--- config.mk ---
export PLATFORM = sky130hd
export DESIGN_NAME = sense_trace_writer_flat
export DESIGN_NICKNAME = d
export VERILOG_FILES = /design/src/rtl/sense_trace_writer_pkg.sv /design/src/rtl/sense_trace_writer_if.sv /design/src/rtl/sense_trace_writer_edge_det.sv /design/src/rtl/sense_trace_writer.sv /design/src/flat_wrapper.sv
export SDC_FILE = /design/constraint.sdc
export NUM_CORES = 1
export LEC_CHECK = 0
export CORE_ASPECT_RATIO = 0.75
export CORE_MARGIN = 3
export CORE_UTILIZATION = 39
export DETAILED_ROUTE_END_ITERATION = 7
export PLACE_DENSITY = 0.71
export SLEW_MARGIN = 5
export SYNTH_ARGS = -nofsm -noshare
export SYNTH_HDL_FRONTEND = slang
export SYNTH_SLANG_ARGS = --single-unit
--- constraint.sdc ---
create_clock -name clk -period 3.8 [get_ports clk]
set_input_delay 0.76 -clock clk [delete_from_list [all_inputs] [get_ports clk]]
set_output_delay 0.76 -clock clk [all_outputs]
set_load 0.01 [all_outputs]
--- src/rtl/sense_trace_writer_pkg.sv ---
// -----------------------------------------------------------------------------
// sense_trace_writer_pkg
//   Shared types and default constants for the sensor-trace write path.
//   - sense_state_t : acquisition FSM state encoding
//   - DEF_*         : default geometry (512x8 BRAM, 7-bit coded samples,
//                     56 samples per trigger, 8-bit delay, 8-deep pre-trigger ring)
//   - state_is_busy : states in which an acquisition is in progress
// -----------------------------------------------------------------------------
package sense_trace_writer_pkg;

  localparam int DEF_AW      = 9;
  localparam int DEF_SW      = 7;
  localparam int DEF_NSAMP   = 56;
  localparam int DEF_DLYW    = 8;
  localparam int DEF_PRETRIG = 8;

  // BRAM data port width; coded samples are zero-extended up to this.
  localparam int DATA_W = 8;

  typedef enum logic [2:0] {
    ST_IDLE    = 3'd0,
    ST_ARMED   = 3'd1,
    ST_DELAY   = 3'd2,
    ST_CAPTURE = 3'd3,
    ST_DONE    = 3'd4
  } sense_state_t;

  function automatic logic state_is_busy(input sense_state_t s);
    return (s == ST_ARMED) || (s == ST_DELAY) || (s == ST_CAPTURE);
  endfunction

endpackage

--- src/rtl/sense_trace_writer_if.sv ---
// -----------------------------------------------------------------------------
// sense_trace_writer_if
//   Control / sample / BRAM-write bundle of the sensor-trace writer.
//   master : controller side (drives arm, trig, trig_delay, sample_in,
//            sample_valid; observes we, waddr, wdata, busy, done, start_addr)
//   slave  : the trace writer itself
//   Parameters: AW (BRAM address width), SW (coded sample width),
//               DLYW (trigger delay width)
// -----------------------------------------------------------------------------
interface sense_trace_writer_if
  import sense_trace_writer_pkg::*;
#(
  parameter int AW   = DEF_AW,
  parameter int SW   = DEF_SW,
  parameter int DLYW = DEF_DLYW
);

  logic              arm;
  logic              trig;
  logic [DLYW-1:0]   trig_delay;
  logic [SW-1:0]     sample_in;
  logic              sample_valid;

  logic              we;
  logic [AW-1:0]     waddr;
  logic [DATA_W-1:0] wdata;
  logic              busy;
  logic              done;
  logic [AW-1:0]     start_addr;

  modport master (
    output arm, trig, trig_delay, sample_in, sample_valid,
    input  we, waddr, wdata, busy, done, start_addr
  );

  modport slave (
    input  arm, trig, trig_delay, sample_in, sample_valid,
    output we, waddr, wdata, busy, done, start_addr
  );

endinterface

--- src/rtl/sense_trace_writer_edge_det.sv ---
// -----------------------------------------------------------------------------
// sense_edge_det
//   Rising-edge detector: the input is registered every cycle and the edge is
//   the current level high while the previous sample was low. Reusable for
//   any level-type event flag (AES round trigger, aes_done, ...).
//   Ports:
//     clk    in  clock
//     rst    in  asynchronous active-high reset (clears the history to 0)
//     i_sig  in  level to watch
//     o_rise out i_sig & ~previous i_sig
// -----------------------------------------------------------------------------
module sense_edge_det (
  input  logic clk,
  input  logic rst,
  input  logic i_sig,
  output logic o_rise
);

  logic r_sig_q;

  always_ff @(posedge clk or posedge rst) begin
    if (rst) begin
      r_sig_q <= 1'b0;
    end else begin
      r_sig_q <= i_sig;
    end
  end

  assign o_rise = i_sig & ~r_sig_q;

endmodule

--- src/rtl/sense_trace_writer.sv ---
// -----------------------------------------------------------------------------
// sense_trace_writer
//   Write side of the sensor-trace BRAM. An arm pulse readies the block; the
//   next rising edge of trig (optionally followed by trig_delay clock cycles)
//   starts a capture of NSAMP valid decoded samples into the BRAM write port.
//   Ports:
//     clk  in  sample clock (BRAM write clock)
//     rst  in  asynchronous active-high reset
//     bus  sense_trace_writer_if.slave
//          arm/trig/trig_delay/sample_in/sample_valid in,
//          we/waddr/wdata (registered BRAM write port), busy, done,
//          start_addr (oldest stored sample, valid while done) out
//   Build option SENSE_PRETRIG_EN: while armed, valid samples are kept in a
//   PRETRIG-deep ring at addresses 0..PRETRIG-1 and the capture lands at
//   PRETRIG..PRETRIG+NSAMP-1. Without it nothing is written while armed,
//   capture lands at 0..NSAMP-1 and start_addr is 0.
// -----------------------------------------------------------------------------
module sense_trace_writer
  import sense_trace_writer_pkg::*;
#(
  parameter int AW      = DEF_AW,
  parameter int SW      = DEF_SW,
  parameter int NSAMP   = DEF_NSAMP,
  parameter int DLYW    = DEF_DLYW,
  parameter int PRETRIG = DEF_PRETRIG
) (
  input  logic                clk,
  input  logic                rst,
  sense_trace_writer_if.slave bus
);

  localparam int CW = AW + 1;
  localparam logic [CW-1:0] LAST_CNT = CW'(NSAMP - 1);

`ifdef SENSE_PRETRIG_EN
  localparam logic [AW-1:0] CAP_BASE  = AW'(PRETRIG);
  localparam logic [AW-1:0] RING_LAST = AW'(PRETRIG - 1);
  localparam logic [CW-1:0] RING_FULL = CW'(PRETRIG);
`else
  localparam logic [AW-1:0] CAP_BASE  = '0;
`endif

  sense_state_t      r_state, w_state_next;
  logic [DLYW-1:0]   r_dly_cnt, w_dly_cnt_next;
  logic [CW-1:0]     r_cnt, w_cnt_next;
  logic [AW-1:0]     r_ptr, w_ptr_next;
  logic              r_we, w_we_next;
  logic [AW-1:0]     r_waddr, w_waddr_next;
  logic [DATA_W-1:0] r_wdata, w_wdata_next;
  logic              r_done, w_done_next;
  logic              w_trig_rise;
  logic [DATA_W-1:0] w_sample_ext;

`ifdef SENSE_PRETRIG_EN
  logic [AW-1:0]     r_ring_ptr, w_ring_ptr_next;
  logic [CW-1:0]     r_ring_fill, w_ring_fill_next;
  logic [AW-1:0]     r_start_addr, w_start_addr_next;
`endif

  assign w_sample_ext = DATA_W'(bus.sample_in);

  sense_edge_det u_trig_edge (
    .clk    (clk),
    .rst    (rst),
    .i_sig  (bus.trig),
    .o_rise (w_trig_rise)
  );

  always_ff @(posedge clk or posedge rst) begin
    if (rst) begin
      r_state      <= ST_IDLE;
      r_dly_cnt    <= '0;
      r_cnt        <= '0;
      r_ptr        <= CAP_BASE;
      r_we         <= 1'b0;
      r_waddr      <= '0;
      r_wdata      <= '0;
      r_done       <= 1'b0;
`ifdef SENSE_PRETRIG_EN
      r_ring_ptr   <= '0;
      r_ring_fill  <= '0;
      r_start_addr <= '0;
`endif
    end else begin
      r_state      <= w_state_next;
      r_dly_cnt    <= w_dly_cnt_next;
      r_cnt        <= w_cnt_next;
      r_ptr        <= w_ptr_next;
      r_we         <= w_we_next;
      r_waddr      <= w_waddr_next;
      r_wdata      <= w_wdata_next;
      r_done       <= w_done_next;
`ifdef SENSE_PRETRIG_EN
      r_ring_ptr   <= w_ring_ptr_next;
      r_ring_fill  <= w_ring_fill_next;
      r_start_addr <= w_start_addr_next;
`endif
    end
  end

  always_comb begin
    w_state_next      = r_state;
    w_dly_cnt_next    = r_dly_cnt;
    w_cnt_next        = r_cnt;
    w_ptr_next        = r_ptr;
    w_we_next         = 1'b0;
    w_waddr_next      = r_waddr;
    w_wdata_next      = r_wdata;
    w_done_next       = 1'b0;
`ifdef SENSE_PRETRIG_EN
    w_ring_ptr_next   = r_ring_ptr;
    w_ring_fill_next  = r_ring_fill;
    w_start_addr_next = r_start_addr;
`endif

    if (bus.arm) begin
      // Arm restarts from any state and takes priority over a trigger edge
      // or a sample in the same cycle; any write in flight is dropped.
      w_state_next      = ST_ARMED;
      w_dly_cnt_next    = '0;
      w_cnt_next        = '0;
      w_ptr_next        = CAP_BASE;
`ifdef SENSE_PRETRIG_EN
      w_ring_ptr_next   = '0;
      w_ring_fill_next  = '0;
      w_start_addr_next = '0;
`endif
    end else begin
      case (r_state)
        ST_ARMED: begin
          if (w_trig_rise) begin
            w_dly_cnt_next = '0;
            w_state_next   = (bus.trig_delay == '0) ? ST_CAPTURE : ST_DELAY;
`ifdef SENSE_PRETRIG_EN
            // Once the ring has wrapped, the slot about to be overwritten
            // next holds the oldest sample.
            w_start_addr_next = (r_ring_fill == RING_FULL) ? r_ring_ptr : '0;
`endif
          end
`ifdef SENSE_PRETRIG_EN
          // The sample arriving with the trigger edge is not kept in the ring.
          else if (bus.sample_valid) begin
            w_we_next       = 1'b1;
            w_waddr_next    = r_ring_ptr;
            w_wdata_next    = w_sample_ext;
            w_ring_ptr_next = (r_ring_ptr == RING_LAST) ? '0 : r_ring_ptr + AW'(1);
            if (r_ring_fill != RING_FULL) begin
              w_ring_fill_next = r_ring_fill + CW'(1);
            end
          end
`endif
        end

        ST_DELAY: begin
          // Counts clock cycles, samples are ignored. trig_delay is expected
          // to stay stable for the duration of an acquisition.
          if (r_dly_cnt == (bus.trig_delay - DLYW'(1))) begin
            w_state_next = ST_CAPTURE;
          end else begin
            w_dly_cnt_next = r_dly_cnt + DLYW'(1);
          end
        end

        ST_CAPTURE: begin
          if (bus.sample_valid) begin
            w_we_next    = 1'b1;
            w_waddr_next = r_ptr;
            w_wdata_next = w_sample_ext;
            w_ptr_next   = r_ptr + AW'(1);
            w_cnt_next   = r_cnt + CW'(1);
            // Leaving CAPTURE on the last accept makes done rise one cycle
            // after the final write, with we already low.
            if (r_cnt == LAST_CNT) begin
              w_state_next = ST_DONE;
            end
          end
        end

        ST_DONE: begin
          w_done_next = 1'b1;
        end

        default: begin
          w_state_next = r_state;
        end
      endcase
    end
  end

  assign bus.we     = r_we;
  assign bus.waddr  = r_waddr;
  assign bus.wdata  = r_wdata;
  assign bus.busy   = state_is_busy(r_state);
  assign bus.done   = r_done;
`ifdef SENSE_PRETRIG_EN
  assign bus.start_addr = r_start_addr;
`else
  assign bus.start_addr = '0;
`endif

endmodule

--- src/flat_wrapper.sv ---
// flat-port wrapper written by rule: the top's interface ports become plain ports
module sense_trace_writer_flat import sense_trace_writer_pkg::*;
#(
  parameter int AW      = DEF_AW,
  parameter int SW      = DEF_SW,
  parameter int NSAMP   = DEF_NSAMP,
  parameter int DLYW    = DEF_DLYW,
  parameter int PRETRIG = DEF_PRETRIG
)
  (clk, rst, bus_arm, bus_trig, bus_trig_delay, bus_sample_in, bus_sample_valid, bus_we, bus_waddr, bus_wdata, bus_busy, bus_done, bus_start_addr);
  sense_trace_writer_if #(.AW(AW), .SW(SW), .DLYW(DLYW)) bus_i ();
  input  logic clk;
  input  logic rst;
  input wire logic [$bits(bus_i.arm)-1:0] bus_arm;
  input wire logic [$bits(bus_i.trig)-1:0] bus_trig;
  input wire logic [$bits(bus_i.trig_delay)-1:0] bus_trig_delay;
  input wire logic [$bits(bus_i.sample_in)-1:0] bus_sample_in;
  input wire logic [$bits(bus_i.sample_valid)-1:0] bus_sample_valid;
  output wire logic [$bits(bus_i.we)-1:0] bus_we;
  output wire logic [$bits(bus_i.waddr)-1:0] bus_waddr;
  output wire logic [$bits(bus_i.wdata)-1:0] bus_wdata;
  output wire logic [$bits(bus_i.busy)-1:0] bus_busy;
  output wire logic [$bits(bus_i.done)-1:0] bus_done;
  output wire logic [$bits(bus_i.start_addr)-1:0] bus_start_addr;
  assign bus_i.arm = bus_arm;
  assign bus_i.trig = bus_trig;
  assign bus_i.trig_delay = bus_trig_delay;
  assign bus_i.sample_in = bus_sample_in;
  assign bus_i.sample_valid = bus_sample_valid;
  assign bus_we = bus_i.we;
  assign bus_waddr = bus_i.waddr;
  assign bus_wdata = bus_i.wdata;
  assign bus_busy = bus_i.busy;
  assign bus_done = bus_i.done;
  assign bus_start_addr = bus_i.start_addr;
  sense_trace_writer #(.AW(AW), .SW(SW), .NSAMP(NSAMP), .DLYW(DLYW), .PRETRIG(PRETRIG)) u_core (.clk(clk), .rst(rst), .bus(bus_i));
endmodule
==> impl_metrics.ini <==
[status]
status = completed

[clocking]
clock_latency_ns = 0.30
post_cts_buffers = 0
post_cts_resized = 0
clockBufferDepth = 2
path_clk_slew_ns = 0.09
cts_tree = built
cts_buffers = 5
cts_root_buf = clkbuf_8
htreeDepth = 2
holdBufCountCts = 0
cts.sinks = 49

[job]
drv_cap = 0

[setup_path]
worst_ep_required_time_ns = 3.99
path_cells = clkdlybuf4s50_1 > inv_1 > ha_1 > and2b_1 > or3_1 > a31oi_1 > nand4_2 > and3_1 > a221o_1
crit_path_end_kind = register
cp.arrival_ns = 3.29
cp_max_fo = 16
crit_type = input port to register
crit_path_start_kind = input port
cpPeakStageDelay_ns = 0.53
slowest_stage = clkdlybuf4s50_1

[sta]
drv_slew = 0
fin_skew_ns = 0.00648
final-setup-viol-count = 0
rsz0062_at_grt = false
finalCritPeriodShare_pct = 81.7
hold_violations = 0
worstMarginPinSlew_ns = 1.01
relSlewSlack_pct = 32.8
setup-tns-final_ns = 0
fmax_mhz = 322
fin_crit_ns = 3.10

[synthesis]
synthTopCellsByCount = dfrtp_1, nor2_1, xor2_1
synth_seq_cells = 49
synthTopCellsByArea = dfrtp_1, mux2_2, xor2_1
yosysTopAreaCell = dfrtp_1
avgSynthCellArea_um2 = 10.4
synthArstFlopShare_pct = 100
synth_top_area_share_pct = 46.5
yosysMostFrequentCell = dfrtp_1
syn_area_mm2 = 0.00264
yosysSeqAreaShare_pct = 46.5
synth-edff-count = 0
synth_ff_type = dfrtp_1
syn_inst = 254
synth_cell_types = 53
yosys_warnings = 0

[placement]
port_buffers = 38
dpl.hpwl_um = 3620
gp_congestion = 0.789

[power]
vdd_drop_max_mv = 0.230
power_mw = 1.19
p_leak_nw = 1.37
power_density_mw_per_mm2 = 381

[route]
wl_um = 5150
firstDrtPassIters = 4
vias = 1910
antenna_left = 0
remaining_drc_errors = 0
drt_iter0_drc = 87
post_drt_wl_per_cell_um = 13.9
vias_per_cell = 5.16

[global_routing]
grt_usage_pct = 14.3
grt_antenna_before_repair = 0
grt_pass1_wl_um = 8980
grt_max_degree = 50
grt_pass1_vias = 1923
gr-total-overflow = 0

[layout]
syn_to_final_growth_pct = 18.3
layout-drive-gt1-share_pct = 13.5
nNetsFinal = 313
antenna_cells = 0

[floorplan]
die_h_um = 77.2
start_util_pct = 41.1
ios = 49
dieArea_mm2 = 0.00779
core_mm2 = 0.00641
num_rows = 25
fp.dieW_um = 101

[min_path]
worstHoldPathType = register to register
-- cell families (layout without fill, tap and decap cells) --
group | Yosys count | in the layout | share of synthesized area, %
compound gates | 26 | 26 | 7.27
xor+xnor | 27 | 27 | 8.97
fa+ha+maj | 4 | 4 | 1.90
buf+inv | 29 | 55 | 6.36
flops | 49 | 49 | 46.5
mux | 20 | 20 | 8.40
other cells | 1 | 10 | 0.142
simple gates | 98 | 98 | 20.4
-- path summary, 6_finish.rpt --
kind | start | depth (start not counted) | slack [ns] | endpoint
worst min-delay path | u_core.bus.waddr[7]$_DFFE_PP0P_ | 1 | 0.52 | u_core.bus.waddr[7]$_DFFE_PP0P_
max in group asynchronous | rst | 2 | 2.17 | u_core.r_state[0]$_DFFE_PP0P_
worst max-delay path | bus_trig_delay[0] | 9 | 0.70 | u_core.r_dly_cnt[6]$_DFFE_PP0P_
worst min register to register | u_core.bus.waddr[7]$_DFFE_PP0P_ | 1 | 0.52 | u_core.bus.waddr[7]$_DFFE_PP0P_
min in group asynchronous | rst | 2 | 1.00 | u_core.bus.wdata[5]$_DFFE_PP0P_
worst max register to register | u_core.r_dly_cnt[2]$_DFFE_PP0P_ | 5 | 1.58 | u_core.r_dly_cnt[6]$_DFFE_PP0P_
-- placed cells by master, fill, tap and decap left out, drive strengths merged, types with 8 or more instances in the layout --
master	instances
mux2	17
xor2	18
conb	10
nand3	8
nand2	17
dfrtp	49
xnor2	9
clkdlybuf4s50	38
nor2	32
-- routing by layer --
metal / share of wire (%) / up-vias / track usage (%)
li1: - / 932 / -
met1: 48 / 920 / 19.9
met2: 43 / 52 / 21.1
met3: 7.7 / 6 / 5.09
met4: 0.80 / 0 / 3.98
met5: 0 / - / 0
-- through the flow --
step           hold WS [ns]  instances  worst slack, ns  cell area, µm²  util, %
6_report              0.515        370            0.696            3120     48.6
5_1_grt               0.541        370            0.488            3120     48.6
4_1_cts               0.521        370            0.712            3120     48.6
3_5_place_dp          0.497        363            0.389            3030     47.3
3_3_place_gp          0.489        363            0.511            3030     47.3
2_1_floorplan         0.499        263             1.33            2670        -
-- worst max-delay path, delay by kind of cell --
kind	cells	cell delay (ns)
AND/OR/NAND/NOR	4	1.17
buffers and inverters	2	0.59
AO/OA/AOI/OAI	2	0.52
adder cells (fa/ha/maj)	1	0.25
-- registers in the layout, summed over array words and instances, names as in the netlist --
register and count:
u_core.r_cnt 10, u_core.bus.wdata 7, u_core.r_state 3, u_core.bus.waddr 9, u_core.bus.done 1, u_core.bus.we 1, u_core.r_ptr 9, u_core.u_trig_edge.r_sig_q 1
u_core.r_dly_cnt 8
-- report_power, final --
part	leakage [nW]	switching (mW)	internal, mW
sequential	0.665	0.0400	0.571
combinational	0.665	0.118	0.154
clock	0.0402	0.176	0.127
-- cell type report --
type                            count  area, µm²
Clock buffer                        5       68.8
Clock inverter                      2       16.3
Fill cell                         612       3300
Inverter                            7       26.3
Multi-Input combinational cell    185       1270
Sequential cell                    49       1230
Tap cell                           81        101
Timing Repair Buffer               41        403
Note: power is estimated with default switching activity, not from simulation.
